### src/rtl/fifo_in_pkg.sv
// ============================================================================
// Module      : fifo_in_pkg
// Description : Shared constants and helpers for the multi-channel FIFO writer
// Revision    : 1.0 - initial release
// ============================================================================
`default_nettype none

package fifo_in_pkg;

    localparam logic [15:0] DROP_SAT     = 16'hFFFF;
    localparam int          c_SAMPLE_LSB = 0;

    // Channel tag needs at least one bit even for a single channel.
    function automatic int clog2_min1(input int n);
        return (n <= 2) ? 1 : $clog2(n);
    endfunction

    // The channel tag sits directly above the sample.
    function automatic int ch_lsb(input int sample_w);
        return c_SAMPLE_LSB + sample_w;
    endfunction

endpackage

`default_nettype wire

### src/rtl/fifo_in_sfifo.sv
// ============================================================================
// Module      : fifo_in_sfifo
// Description : Synchronous register FIFO with push, pop, flush and level
// Revision    : 1.0 - initial release
// ============================================================================
`default_nettype none

module fifo_in_sfifo
    import fifo_in_pkg::*;
#(
    parameter int WIDTH = 20,
    parameter int DEPTH = 16
) (
    input  logic                     clk,
    input  logic                     rst,
    input  logic                     i_push,
    input  logic [WIDTH-1:0]         i_data,
    input  logic                     i_pop,
    input  logic                     i_flush,
    output logic [WIDTH-1:0]         o_data,
    output logic [$clog2(DEPTH):0]   o_level,
    output logic                     o_full,
    output logic                     o_empty
);

    localparam int c_AW = $clog2(DEPTH);

    logic [WIDTH-1:0] r_mem [DEPTH];
    logic [c_AW-1:0]  r_wp;
    logic [c_AW-1:0]  r_rp;
    logic [c_AW:0]    r_cnt;
    logic             w_do_push;
    logic             w_do_pop;

    assign o_full    = (r_cnt == (c_AW+1)'(DEPTH));
    assign o_empty   = (r_cnt == '0);
    assign w_do_push = i_push & ~o_full;
    assign w_do_pop  = i_pop & ~o_empty;
    assign o_data    = r_mem[r_rp];
    assign o_level   = r_cnt;

    always_ff @(posedge clk) begin
        if (w_do_push) begin
            r_mem[r_wp] <= i_data;
        end
    end

    always_ff @(posedge clk or posedge rst) begin
        if (rst) begin
            r_wp  <= '0;
            r_rp  <= '0;
            r_cnt <= '0;
        end else if (i_flush) begin
            r_wp  <= '0;
            r_rp  <= '0;
            r_cnt <= '0;
        end else begin
            if (w_do_push) r_wp <= r_wp + 1'b1;
            if (w_do_pop)  r_rp <= r_rp + 1'b1;
            case ({w_do_push, w_do_pop})
                2'b10:   r_cnt <= r_cnt + 1'b1;
                2'b01:   r_cnt <= r_cnt - 1'b1;
                default: r_cnt <= r_cnt;
            endcase
        end
    end

endmodule

`default_nettype wire

### src/rtl/fifo_in_mc_writer.sv
// ============================================================================
// Module      : fifo_in_mc_writer
// Description : Round-robin multi-channel sample collector feeding an
//               Avalon-MM write port through a local FIFO
// Revision    : 1.0 - initial release
// ============================================================================
`default_nettype none

module fifo_in_mc_writer
    import fifo_in_pkg::*;
#(
    parameter int NUM_CH       = 4,
    parameter int SAMPLE_W     = 16,
    parameter int BUS_W        = 32,
    parameter int DEPTH        = 16,
    parameter bit DROP_ON_FULL = 1'b0
) (
    input  logic                         clk_clk,
    input  logic                         reset_reset,
    input  logic                         enable,
    input  logic                         flush,
    input  logic [NUM_CH-1:0]            ch_valid,
    input  logic [NUM_CH*SAMPLE_W-1:0]   ch_data,
    output logic [NUM_CH-1:0]            ch_ready,
    output logic                         fifo_in_write,
    output logic [BUS_W-1:0]             fifo_in_writedata,
    input  logic                         fifo_in_waitrequest,
    output logic [$clog2(DEPTH):0]       level,
    output logic [15:0]                  drop_count
);

    localparam int c_CH_W   = clog2_min1(NUM_CH);
    localparam int c_WORD_W = ch_lsb(SAMPLE_W) + c_CH_W;

    if (c_WORD_W > BUS_W) begin : g_bus_too_narrow
        $error("fifo_in_mc_writer: SAMPLE_W + CH_W exceeds BUS_W");
    end
    if ((DEPTH < 2) || ((DEPTH & (DEPTH - 1)) != 0)) begin : g_bad_depth
        $error("fifo_in_mc_writer: DEPTH must be a power of 2 and >= 2");
    end
    if ((NUM_CH < 1) || (NUM_CH > 16)) begin : g_bad_num_ch
        $error("fifo_in_mc_writer: NUM_CH must be within 1..16");
    end

    logic [c_CH_W-1:0]       r_rr;
    logic                    r_wr;
    logic [BUS_W-1:0]        r_wd;
    logic [15:0]             r_drop;

    logic [2*NUM_CH-1:0]     w_rot;
    logic                    w_any;
    logic [c_CH_W-1:0]       w_gidx;
    logic                    w_accept_ok;
    logic                    w_xfer;
    logic                    w_push;
    logic                    w_drop;
    logic                    w_pop;
    logic [SAMPLE_W-1:0]     w_sample;
    logic [c_WORD_W-1:0]     w_word;
    logic [c_WORD_W-1:0]     w_head;
    logic                    w_full;
    logic                    w_empty;
    logic [$clog2(DEPTH):0]  w_level;

    // Rotate the valid vector so bit 0 is the channel at the rr pointer.
    assign w_rot = {ch_valid, ch_valid} >> r_rr;

    always_comb begin
        w_any  = 1'b0;
        w_gidx = '0;
        for (int i = NUM_CH - 1; i >= 0; i--) begin
            if (w_rot[i]) begin
                w_any  = 1'b1;
                w_gidx = c_CH_W'((int'(r_rr) + i) % NUM_CH);
            end
        end
    end

    assign w_accept_ok = DROP_ON_FULL ? 1'b1 : ~w_full;
    assign w_xfer      = w_any & enable & w_accept_ok & ~reset_reset;
    assign ch_ready    = w_xfer ? (NUM_CH'(1) << w_gidx) : '0;

    // A sample lost to a flush is not a drop; only a genuinely full FIFO is.
    assign w_push   = w_xfer & ~w_full & ~flush;
    assign w_drop   = w_xfer & w_full & ~flush;
    assign w_sample = ch_data[int'(w_gidx)*SAMPLE_W +: SAMPLE_W];
    assign w_word   = {w_gidx, w_sample};
    assign w_pop    = ~w_empty & (~r_wr | ~fifo_in_waitrequest);

    fifo_in_sfifo #(
        .WIDTH (c_WORD_W),
        .DEPTH (DEPTH)
    ) u_sfifo (
        .clk     (clk_clk),
        .rst     (reset_reset),
        .i_push  (w_push),
        .i_data  (w_word),
        .i_pop   (w_pop),
        .i_flush (flush),
        .o_data  (w_head),
        .o_level (w_level),
        .o_full  (w_full),
        .o_empty (w_empty)
    );

    always_ff @(posedge clk_clk or posedge reset_reset) begin
        if (reset_reset) begin
            r_rr   <= '0;
            r_wr   <= 1'b0;
            r_wd   <= '0;
            r_drop <= '0;
        end else begin
            if (w_xfer) begin
                r_rr <= (w_gidx == c_CH_W'(NUM_CH - 1)) ? '0 : w_gidx + 1'b1;
            end
            if (w_pop) begin
                r_wr <= 1'b1;
                r_wd <= BUS_W'(w_head);
            end else if (r_wr && !fifo_in_waitrequest) begin
                r_wr <= 1'b0;
            end
            if (w_drop && (r_drop != DROP_SAT)) begin
                r_drop <= r_drop + 1'b1;
            end
        end
    end

    assign fifo_in_write     = r_wr;
    assign fifo_in_writedata = r_wd;
    assign level             = w_level;
    assign drop_count        = r_drop;

endmodule

`default_nettype wire

### config.mk
export PLATFORM = sky130hd
export DESIGN_NAME = fifo_in_mc_writer
export DESIGN_NICKNAME = d
export VERILOG_FILES = /design/src/rtl/fifo_in_pkg.sv /design/src/rtl/fifo_in_sfifo.sv /design/src/rtl/fifo_in_mc_writer.sv
export SDC_FILE = /design/constraint.sdc
export NUM_CORES = 1
export LEC_CHECK = 0
export ABC_AREA = 1
export CORE_ASPECT_RATIO = 0.6
export CORE_MARGIN = 5
export CORE_UTILIZATION = 57
export DETAILED_ROUTE_END_ITERATION = 16
export MAX_ROUTING_LAYER = met4
export PLACE_DENSITY = 0.79
export SETUP_SLACK_MARGIN = 0.15
export SYNTH_ARGS = -nofsm -noshare
export SYNTH_HDL_FRONTEND = slang
export SYNTH_SLANG_ARGS = --single-unit
export TNS_END_PERCENT = 50
### constraint.sdc
create_clock -name clk_clk -period 2.7 [get_ports clk_clk]
set_input_delay 0.27 -clock clk_clk [delete_from_list [all_inputs] [get_ports clk_clk]]
set_output_delay 0.27 -clock clk_clk [all_outputs]
set_load 0.05 [all_outputs]
==> summary.md <==
| Metric | Value |
|---|---|
| Worst-path cell chain | inv_4 > nand2_2 > nand2_4 > nand2_4 > nand2_2 > a21oi_2 > or2_4 > nand2_8 > inv_16 > ha_4 > inv_4 > nor2_4 > buf_12 |
| Final hold vios | 0 |
| Core area | 0.0243 sq mm |
| Post-synthesis register bit count | between 300 and 400 |
| Post-synthesis xor/xnor area fraction | 0.124% |
| Largest family of logic cells by synthesized area | compound AO/OA/AOI/OAI gates |
| Net count, final | 1,391 |
| IO Pins | 131 |
| Crit. End Element | output port |
| Met3 routed WL | approximately 4.3 mm |
| Drt pass-1 iters | 6 |
| Status | finished, final reports clean |
| Die W | between 200 and 250 microns |
| Fin crit period | approximately 2.6 ns |
| Worst hold path class | in2async |
| Top Metal Used | met4 |
| Worst Reg-to-Reg Cells | 11 |
| Post-Synth Adder-Cell Area | 0.975% |
| Sequential-to-total area share from yosys stat | about 70% |
| Num CTS Buffers | 28 |
| Total power | 20.8 mW |
| Clk slew on worst S/H paths | 0.07 ns |
| WP data arrival | 2.36 ns |
| Via/cell ratio | 6.19 |
| Cell area after synthesis | approximately 0.014 sq mm |
| Synth Instances | between 1,000 and 1,500 |
| Slew @ Worst Pin | 0.638 ns |
| FP Rows | 44 |
| Largest net degree at the start of global routing | 100 |
| CP top delay family | simple AND/OR/NAND/NOR gates |
| Vias in the first global route | between 9,000 and 10,000 |
| Syn Area/Cell | 12.0 sq um |
| Post-synthesis compound-gate area fraction | 12.1% |
| Final Slew Violations | 0 |
| Reg2Reg Launch Point | r_rr[0]$_DFFE_PP0P_ |
| DR iter-0 viols | 1,399 |
| Initial antenna violation count | 0 |
| Crit-path max FO | 6 |
| Slew headroom | 57.4% |
| DRC Markers | 0 |
| Count of endpoints failing setup in the final report | 0 |
| Post-synthesis mux area share | 0% |
| Max Freq | 381 MHz |
| Area Growth Syn to Fin | 22.9% |
| Clk_lat worst skew | 0.56 ns |
| DR vias | 10,200 |
| CP bufs+invs | 4 |
| Ys Warns | 0 |
| Total wire length | about 37 mm |
| Max-cap violations | 0 |
| Setup CP Type | reg2out |
| Die Span Y | 132 microns |
| Hold buffer count at CTS | 0 |
| Fill count | 1,542 |
| Worst vdd ir | between 0.001 and 0.0015 V |
| Detail Route met2 WL | 16.6 mm |
| Simple-Gate Fraction of Synth Area | 12.1% |
| Max incr delay on CP | 0.47 ns |
| DP Worst Slack | between 0.1 and 0.15 ns |
| Number of flops mapped to enable cells by yosys | 288 |
| Pwr dens | ~1200 mW/mm^2 |
| Slowest stage cell, crit path | dfrtp_2 |
| Drt wl/cell | 22.4 microns |
| GR Util All Layers | 26.7% |
| Metal-1 WL | 15.1 mm |
| R2R Setup Slk | 0.21 ns |
| Post-Route Skew | between 0.01 and 0.015 ns |
| PnR worst setup slack | about 0.073 ns |
| CTS tree | built |
| Share of flip-flops with an asynchronous set or reset | 14.8% |
| # diodes | 0 |
| Critical Path Start Type | register |
| Final Core Density | between 70% and 80% |
| Hpwl dp | 22.1 mm |
| Layout cell share with drive strength beyond 1 | roughly 15% |
| IO buf count | 116 |
| H-tree depth | 1 |
| Remaining antenna violation count | 0 |
| Leak pwr | 6.13 nW |
| GRT Residual Overflow | 0 |
| Req. time, crit path | between 2 and 2.5 ns |
| Clock Sinks | 338 |
| Crit share post-route | between 90% and 100% |
| First-pass GRT wire length | between 50 and 60 mm |
| Die area | 0.0281 sq mm |
| Critical R2R Capture | u_sfifo.r_mem[4][10]$_DFFE_PP_ |
| Distinct cells, synth | 39 |
| Initial core utilization | about three fifths |
| Top FF cell, synth | edfxtp_1 |
| Clock buffer depth | 3 |
| Placer congestion estimate | 0.856 |
| RSZ-0062 raised after global routing | yes |
| Root Buffer | clkbuf_16 |
==> what timing repair did <==
item,4_1_cts,5_1_grt
pin swaps,9,6
setup buffers,6,3
setup endpoints to repair,4,228
resized for setup,26,27
gates cloned,1,0
==> layer usage <==
| layer | up-vias | global-route usage (%) |
|---|---|---|
| li1 | 4494 | - |
| met1 | 4994 | 39.3 |
| met2 | 634 | 38.9 |
| met3 | 93 | 5.64 |
| met4 | 0 | 5.65 |
| met5 | - | - |
==> state kept, by name, indices dropped and copies added (netlist names) <==
| register | cells |
|---|---|
| u_sfifo.o_level | 5 |
| fifo_in_writedata | 18 |
| u_sfifo.r_mem | 288 |
| drop_count | 16 |
| u_sfifo.r_wp | 4 |
| fifo_in_write | 1 |
| u_sfifo.r_rp | 4 |
| r_rr | 2 |
==> kinds of logic after synthesis <==
group                      count (synthesis)
and+or+nand+nor                          403
DFF                                      338
AOI/OAI and AO/OA                        278
buffers and inverters                    139
adders and majority gates                 11
xor gates and xnor gates                   2
other                                      1
==> power breakdown <==
| group | leakage [nW] | total (mW) | switching [mW] | internal (mW) |
|---|---|---|---|---|
| Clock | 0.495 | 4.45 | 1.81 | 2.64 |
| Combinational | 2.42 | 8.34 | 5.42 | 2.92 |
| Sequential | 3.22 | 8.03 | 0.289 | 7.74 |
| Total | 6.13 | 20.8 | 7.52 | 13.3 |
==> worst max-delay path by stage <==
stage                                         from                       endpoint  slack [ns]  cells after the start
global route                   r_rr[0]$_DFFE_PP0P_                    ch_ready[2]      -0.006                     11
detailed placement                     ch_valid[2]                    ch_ready[2]        0.14                     12
global placement                       ch_valid[3]  u_sfifo.r_mem[2][7]$_DFFE_PP_        0.19                     12
finish                         r_rr[0]$_DFFE_PP0P_                    ch_ready[2]        0.07                     13
CTS                            r_rr[0]$_DFFE_PP0P_                    ch_ready[2]        0.04                     13
floorplan           u_sfifo.o_level[0]$_DFFE_PP0P_  u_sfifo.r_mem[0][0]$_DFFE_PP_        0.12                      8
==> per-stage QoR <==
step	area [sq um]	hold slack [ns]	instances	TNS (ns)
5_1_grt	17300	0.181	1650	-0.00571
2_1_floorplan	14200	0.340	1185	0
6_report	17300	0.138	1650	0
4_1_cts	17200	0.140	1647	0
3_5_place_dp	16100	0.364	1589	0
3_3_place_gp	16100	0.364	1589	0
==> cell usage after synthesis (2+ instances only) <==
library cell / number / area, sq um
nand3_1: 61 / 305
and2_1: 16 / 100
ha_1: 11 / 138
buf_6: 5 / 56.3
o21ai_0: 154 / 771
inv_1: 30 / 113
nand2_1: 112 / 420
o211ai_1: 21 / 158
nor2_1: 192 / 721
o21ai_1: 2 / 10.0
a31oi_1: 18 / 113
buf_4: 18 / 135
clkbuf_1: 70 / 263
a21oi_1: 4 / 20.0
o21ai_2: 2 / 17.5
buf_2: 8 / 40.0
inv_2: 3 / 11.3
o221ai_1: 51 / 447
nor3_1: 2 / 10.0
nand2_2: 15 / 93.8
o22ai_1: 21 / 131
clkinv_1: 2 / 7.51
edfxtp_1: 288 / 8650
dfrtp_1: 50 / 1250
xor2_1: 2 / 17.5
==> cells in the final DEF, fill, tap and decap left out, types with 21 or more instances in the layout <==
cell | netlist | final
nand3_1 | 61 | 59
nand2_1 | 112 | 104
o221ai_1 | 51 | 51
nor2_1 | 192 | 172
clkbuf_16 | 0 | 29
o21ai_0 | 154 | 154
inv_1 | 30 | 24
o211ai_1 | 21 | 21
clkdlybuf4s50_1 | 0 | 112
buf_12 | 0 | 23
edfxtp_1 | 288 | 288
o22ai_1 | 21 | 21
buf_4 | 18 | 53
dfrtp_1 | 50 | 46
==> final cells by class <==
class / count / area, sq um / share of cell area [%]
tap: 322 / 403 / 2.32
sequential: 338 / 9910 / 57.1
clock inverter: 14 / 223 / 1.28
clock buffer: 37 / 796 / 4.59
timing repair inverter: 1 / 8.76 / 0.0505
inverter: 37 / 166 / 0.960
timing repair buffer: 193 / 2040 / 11.7
multi-input combinational: 708 / 3800 / 21.9
Note: power is estimated with default switching activity, not from simulation.
